### src/rtl/wb_write_arbiter_pkg.sv
// Shared definitions for the register-file write-port arbiter: default
// widths, the $0 register constant, arbiter states and the buffered request.
package wb_write_arbiter_pkg;

    localparam int DATA_W_DEF = 32;
    localparam int REG_W_DEF  = 5;

    // Register $0 is hard-wired; writes to it are never issued.
    localparam logic [REG_W_DEF-1:0] REG_ZERO = '0;

    // IDLE: buffer empty, PEND: buffer non-empty with pipe priority,
    // DRAIN: pipeline frozen while the buffer is emptied.
    typedef enum logic [1:0] {
        ST_IDLE  = 2'd0,
        ST_PEND  = 2'd1,
        ST_DRAIN = 2'd2
    } arb_state_t;

    // Default-width write request (destination register plus data).
    typedef struct packed {
        logic [REG_W_DEF-1:0]  dest;
        logic [DATA_W_DEF-1:0] data;
    } wb_req_t;

endpackage

### src/rtl/wb_write_arbiter_lu_fifo.sv
// Small circular FIFO holding long-latency results. Each slot carries a
// valid bit so a younger pipe write to the same register can cancel the
// buffered result in place; cancelled slots still occupy their position and
// are popped silently by the arbiter.
module wb_lu_fifo
    import wb_write_arbiter_pkg::*;
#(
    parameter int  DEPTH = 2,
    parameter int  REG_W = REG_W_DEF,
    parameter type req_t = wb_req_t
) (
    input  logic                   clk,
    input  logic                   srst,
    input  logic                   push_i,
    input  req_t                   push_req_i,
    input  logic                   pop_i,
    input  logic                   kill_en_i,
    input  logic [REG_W-1:0]       kill_dest_i,
    output req_t                   head_req_o,
    output logic                   head_valid_o,
    output logic [$clog2(DEPTH):0] count_o
);

    localparam int PTR_W = (DEPTH > 1) ? $clog2(DEPTH) : 1;
    localparam int CNT_W = $clog2(DEPTH) + 1;

    req_t             mem_q [DEPTH];
    logic [DEPTH-1:0] valid_vec;
    logic [PTR_W-1:0] wr_ptr_q, rd_ptr_q;
    logic [CNT_W-1:0] count_q;

    // Payload storage: written on push only, contents are qualified by valid bits.
    always_ff @(posedge clk) begin
        if (push_i) begin
            mem_q[wr_ptr_q] <= push_req_i;
        end
    end

    // Pointers and occupancy; DEPTH is a power of two so pointers wrap naturally.
    always_ff @(posedge clk) begin
        if (srst) begin
            wr_ptr_q <= '0;
            rd_ptr_q <= '0;
            count_q  <= '0;
        end else begin
            if (push_i) begin
                wr_ptr_q <= wr_ptr_q + PTR_W'(1);
            end
            if (pop_i) begin
                rd_ptr_q <= rd_ptr_q + PTR_W'(1);
            end
            if (push_i && !pop_i) begin
                count_q <= count_q + CNT_W'(1);
            end else if (pop_i && !push_i) begin
                count_q <= count_q - CNT_W'(1);
            end
        end
    end

    genvar gi;
    generate
        for (gi = 0; gi < DEPTH; gi++) begin : g_slot
            logic slot_valid_q;

            // Per-slot valid: set by push, cleared by pop or a matching kill.
            // A push only ever lands in an unoccupied slot, so it takes priority.
            always_ff @(posedge clk) begin
                if (srst) begin
                    slot_valid_q <= 1'b0;
                end else if (push_i && (wr_ptr_q == PTR_W'(gi))) begin
                    slot_valid_q <= 1'b1;
                end else if (pop_i && (rd_ptr_q == PTR_W'(gi))) begin
                    slot_valid_q <= 1'b0;
                end else if (kill_en_i && (mem_q[gi].dest == kill_dest_i)) begin
                    slot_valid_q <= 1'b0;
                end
            end

            assign valid_vec[gi] = slot_valid_q;
        end
    endgenerate

    assign head_req_o   = mem_q[rd_ptr_q];
    assign head_valid_o = valid_vec[rd_ptr_q];
    assign count_o      = count_q;

endmodule

### src/rtl/wb_write_arbiter.sv
// Owner of the single register-file write port. In-order write-back has
// priority; long-latency results are buffered and slipped into idle slots,
// and a result that waits too long freezes the pipeline until drained.
module wb_write_arbiter
    import wb_write_arbiter_pkg::*;
#(
    parameter int DATA_W       = DATA_W_DEF,
    parameter int REG_W        = REG_W_DEF,
    parameter int BUF_DEPTH    = 2,
    parameter int STARVE_LIMIT = 4
) (
    input  logic                       clk,
    input  logic                       reset,
    input  logic                       pipe_reg_write,
    input  logic [REG_W-1:0]           pipe_dest,
    input  logic [DATA_W-1:0]          pipe_data,
    input  logic                       lu_valid,
    input  logic [REG_W-1:0]           lu_dest,
    input  logic [DATA_W-1:0]          lu_data,
    output logic                       lu_ready,
    output logic                       rf_write_en,
    output logic [REG_W-1:0]           rf_write_addr,
    output logic [DATA_W-1:0]          rf_write_data,
    output logic                       pipe_stall,
    output logic [$clog2(BUF_DEPTH):0] buf_count
);

    localparam int CNT_W = $clog2(BUF_DEPTH) + 1;
    localparam int STV_W = $clog2(STARVE_LIMIT + 1);

    typedef struct packed {
        logic [REG_W-1:0]  dest;
        logic [DATA_W-1:0] data;
    } req_t;

    arb_state_t        state_q, state_d;
    logic [STV_W-1:0]  starve_q, starve_d;
    logic              rf_en_q;
    logic [REG_W-1:0]  rf_addr_q;
    logic [DATA_W-1:0] rf_data_q;
    logic              stall_q;

    logic              eff_pipe;
    logic              lu_push;
    logic              fifo_pop;
    logic              kill_en;
    logic              issue_en;
    logic [REG_W-1:0]  issue_addr;
    logic [DATA_W-1:0] issue_data;
    logic [CNT_W-1:0]  cnt_next;
    req_t              push_req;
    req_t              head_req;
    logic              head_valid;

    assign eff_pipe      = pipe_reg_write && (pipe_dest != REG_W'(REG_ZERO));
    assign lu_ready      = (buf_count < CNT_W'(BUF_DEPTH)) && !reset;
    // A result for $0 completes the handshake but is simply dropped.
    assign lu_push       = lu_valid && lu_ready && (lu_dest != REG_W'(REG_ZERO));
    assign push_req.dest = lu_dest;
    assign push_req.data = lu_data;

    wb_lu_fifo #(
        .DEPTH (BUF_DEPTH),
        .REG_W (REG_W),
        .req_t (req_t)
    ) u_fifo (
        .clk          (clk),
        .srst         (reset),
        .push_i       (lu_push),
        .push_req_i   (push_req),
        .pop_i        (fifo_pop),
        .kill_en_i    (kill_en),
        .kill_dest_i  (pipe_dest),
        .head_req_o   (head_req),
        .head_valid_o (head_valid),
        .count_o      (buf_count)
    );

    // Slot selection, starvation tracking and next-state decision.
    always_comb begin
        state_d    = state_q;
        starve_d   = starve_q;
        fifo_pop   = 1'b0;
        kill_en    = 1'b0;
        issue_en   = 1'b0;
        issue_addr = rf_addr_q;
        issue_data = rf_data_q;

        case (state_q)
            ST_IDLE: begin
                starve_d = '0;
                if (eff_pipe) begin
                    issue_en   = 1'b1;
                    issue_addr = pipe_dest;
                    issue_data = pipe_data;
                end
            end
            ST_PEND: begin
                if (eff_pipe) begin
                    // Pipe write is younger than anything buffered for the same register.
                    issue_en   = 1'b1;
                    issue_addr = pipe_dest;
                    issue_data = pipe_data;
                    kill_en    = 1'b1;
                    if (starve_q != STV_W'(STARVE_LIMIT)) begin
                        starve_d = starve_q + STV_W'(1);
                    end
                end else begin
                    fifo_pop   = 1'b1;
                    issue_en   = head_valid;
                    issue_addr = head_req.dest;
                    issue_data = head_req.data;
                    starve_d   = '0;
                end
            end
            ST_DRAIN: begin
                // Pipe inputs are ignored; the WB stage is frozen and holds them.
                fifo_pop   = 1'b1;
                issue_en   = head_valid;
                issue_addr = head_req.dest;
                issue_data = head_req.data;
                starve_d   = '0;
            end
            default: begin
                state_d = ST_IDLE;
            end
        endcase

        cnt_next = buf_count + CNT_W'(lu_push) - CNT_W'(fifo_pop);

        case (state_q)
            ST_IDLE: begin
                if (lu_push) begin
                    state_d = ST_PEND;
                end
            end
            ST_PEND: begin
                if (cnt_next == '0) begin
                    state_d = ST_IDLE;
                end else if (starve_d == STV_W'(STARVE_LIMIT)) begin
                    state_d = ST_DRAIN;
                end
            end
            ST_DRAIN: begin
                if (cnt_next == '0) begin
                    state_d = ST_IDLE;
                end
            end
            default: begin
                state_d = ST_IDLE;
            end
        endcase
    end

    // State, starvation counter and registered write-port / stall outputs.
    always_ff @(posedge clk) begin
        if (reset) begin
            state_q   <= ST_IDLE;
            starve_q  <= '0;
            rf_en_q   <= 1'b0;
            rf_addr_q <= '0;
            rf_data_q <= '0;
            stall_q   <= 1'b0;
        end else begin
            state_q  <= state_d;
            starve_q <= starve_d;
            rf_en_q  <= issue_en;
            if (issue_en) begin
                rf_addr_q <= issue_addr;
                rf_data_q <= issue_data;
            end
            stall_q <= (state_d == ST_DRAIN);
        end
    end

    assign rf_write_en   = rf_en_q;
    assign rf_write_addr = rf_addr_q;
    assign rf_write_data = rf_data_q;
    assign pipe_stall    = stall_q;

endmodule

### config.mk
export PLATFORM = sky130hd
export DESIGN_NAME = wb_write_arbiter
export DESIGN_NICKNAME = d
export VERILOG_FILES = /design/src/rtl/wb_write_arbiter_pkg.sv /design/src/rtl/wb_write_arbiter_lu_fifo.sv /design/src/rtl/wb_write_arbiter.sv
export SDC_FILE = /design/constraint.sdc
export NUM_CORES = 1
export LEC_CHECK = 0
export ABC_AREA = 0
export ABC_CLOCK_PERIOD_IN_PS = 5100
export BUFFER_PORTS_ARGS = -buffer_cell sky130_fd_sc_hd__buf_2
export CAP_MARGIN = 5
export CORE_MARGIN = 5
export CORE_UTILIZATION = 60
export CTS_BUF_LIST = sky130_fd_sc_hd__clkbuf_8
export DETAILED_ROUTE_END_ITERATION = 10
export PLACE_DENSITY = 0.87
export SLEW_MARGIN = 5
export SYNTH_ARGS = -nofsm -noshare
export SYNTH_HDL_FRONTEND = slang
export SYNTH_HIERARCHICAL = 1
export SYNTH_SLANG_ARGS = --single-unit
### constraint.sdc
create_clock -name clk -period 5.1 [get_ports clk]
set_input_delay 0.765 -clock clk [delete_from_list [all_inputs] [get_ports clk]]
set_output_delay 0.765 -clock clk [all_outputs]
set_load 0.01 [all_outputs]
==> metrics.cfg <==
[sta]
fin_ws_ps=2190
fin_worst_skew_ps=9.75
max-slew-margin-rel=0.324
tns_ps=0
max_freq_ghz=0.344
layout_min_cycle_time_ps=2910
finalSetupViolCount=0
finalMaxSlewViolations=0
worstMarginPinSlew_ps=1010
rsz0062_at_grt=no
period_share=0.570
hold_viol=0

[synth]
synth.distinct_cells=50
yosysWarnings=6
avgSynthCellArea_um2=13.5
yosysSeqAreaShare=0.594
synth-seq-cells=125
syn_area_um2=5460
synth_edf_count=74
syn_nets=494
synthCells=405
synth_flop_cell=edfxtp_1
synthArstFlopShare=0

[critical_path]
cpMostUsedCell=ha_1
reg2reg_from=state_q[1]
cp_max_fo=4
worstPathArrival_ps=3280
cp_slowest_stage_delay_ps=410
path_class=in -> reg
cp-start-kind=primary input
r2r_cells=7
rr_endpoint=rf_write_addr[0]
critPathSlowestCell=or3_4
regToRegSetupSlack_ps=2390
worstPathRequired_ps=5470
crit_path_end_kind=flop
path_cells=buf_2 -> or3_4 -> o31ai_4 -> a21oi_2 -> nor2b_4 -> ha_1 -> inv_1 -> ha_1 -> xor2_1 -> xnor2_1 -> nand2b_1 -> a21oi_1 -> nor4_1 -> a21boi_1

[run]
cap_violations=0

[detailed_routing]
viasPerCell=5.89
num_vias=3793
dr.first_iter.drc_count=214
first_pass_iters=5
drc=0
wirelength_um=12400
wire_per_inst_um=19.3
antenna_left=0

[power_and_ir_drop]
p_per_area_nw_per_um2=351
power_mw=2.26
p_leak_nw=2.50
max-vdd-ir-drop_uv=220

[grt]
grt_pass1_vias=3998
gr-usage-all-layers=0.229
grt-ovfl-total=0
grt_max_degree=51
grt_pass1_wl_um=19900
antenna_found_initial=0

[placement]
dp.final_hpwl_um=8160
placed_area_um2=6060
globalplace.congestion=0.861
place_ws_ps=1750
io_buffers=119

[die]
die_w_um=105
die_h_um=105
start_util=0.620
core_area_um2=8810
rows=34
io_pins=120
dieArea_um2=11100

[hold_path]
hold_end=rf_write_data[20]
hold_path.startpoint=rf_write_data[20]
hold_path.class=reg -> reg
min_path_cells=2

[clock_tree]
clock-sinks=125
clockBufferDepth=2
postCtsHoldBufs=0
cts_made_buffers=17
clk_pin_slew_worst_paths_ps=80
clk_root_buffer_cell=clkbuf_8
clock_latency_ps=440
cts_tree=built
cts_setup_buffers=0
post_cts_resized=0
htree_levels=4

[layout]
fin_nets=612
fin_util=0.730
syn_to_final_growth_pct=17.7
n_antenna_cell=0
design_area_um2=6430
drive_above_1_share=0.433
layout_common_cells=buf_2 (119), edfxtp_1 (74), dfxtp_1 (50), nor2_1 (46), mux2_2 (31)
final_common_cell=buf_2

[outcome]
status=finished clean

cell usage after synthesis, drive strengths merged (7+ instances only):
cell / instances / area share
mux2: 39 / 0.080
a221oi: 38 / 0.079
nor2: 46 / 0.032
ha: 11 / 0.025
clkbuf: 7 / 0.0048
dfxtp: 51 / 0.19
buf: 17 / 0.030
inv: 12 / 0.0082
nor3: 38 / 0.050
nand2: 8 / 0.0060
edfxtp: 74 / 0.41
xor2: 12 / 0.019
layout make-up:
class	instances	area (µm²)
clock buffers	17	234
fillers	600	2380
well taps	108	135
flip-flops and latches	125	3240
inverters	12	45.0
multi-input cells	244	2010
clock inverters	15	140
repair buffers	123	626
per-layer routing:
layer  share of wire  GRT usage
met1            0.39      0.260
met4           0.022     0.0918
met2            0.52      0.401
met5               0          0
met3           0.069     0.0703
power by group:
group	leakage, nW	total, mW	switching [mW]	internal [mW]
sequential	1.10	1.16	0.0285	1.13
clock	0.173	0.809	0.418	0.391
combinational	1.22	0.288	0.170	0.117
total	2.50	2.26	0.617	1.64
flip-flops by register name, indices dropped and copies added (netlist names), named ones only:
register / flops
rf_write_data: 32
u_fifo/g_slot.slot_valid_q: 2
rf_write_addr: 5
starve_q: 3
rf_write_en: 1
state_q: 2
u_fifo/count_o: 2
u_fifo/rd_ptr_q: 1
pipe_stall: 1
u_fifo/wr_ptr_q: 1
u_fifo/mem_q: 74
worst max-delay path, delay by kind of cell:
kind | cells | cell delay [ps]
compound gates | 4 | 700
fa+ha+maj | 2 | 370
xor+xnor | 2 | 290
buf+inv | 2 | 180
simple gates | 4 | 980
worst max-delay path by stage:
stage / start / end / slack [ps] / depth (start not counted)
final: pipe_dest[4] / pipe_stall / 2190 / 14
after detailed placement: pipe_dest[4] / pipe_stall / 1750 / 14
after global placement: pipe_dest[4] / u_fifo/count_o[1] / 1840 / 10
after floorplan: pipe_dest[4] / pipe_stall / 1870 / 14
after global routing: pipe_dest[4] / pipe_stall / 2000 / 14
after CTS: pipe_dest[4] / u_fifo/count_o[1] / 2200 / 10
metrics by stage:
stage	std cells	hold WS, ps
after global placement	612	474
after detailed placement	612	476
after CTS	644	492
after floorplan	405	452
final	644	491
after global routing	644	493
kinds of logic (layout without fill, tap and decap cells):
kind of cell,after synthesis,count (layout),synth area share
AOI/OAI and AO/OA,64,64,0.115
xor gates and xnor gates,16,16,0.0257
adders and majority gates,11,11,0.0252
buffers and inverters,36,167,0.0426
DFF,125,125,0.594
muxes,39,39,0.0804
and+or+nand+nor,114,114,0.117
Note: power is estimated with default switching activity, not from simulation.
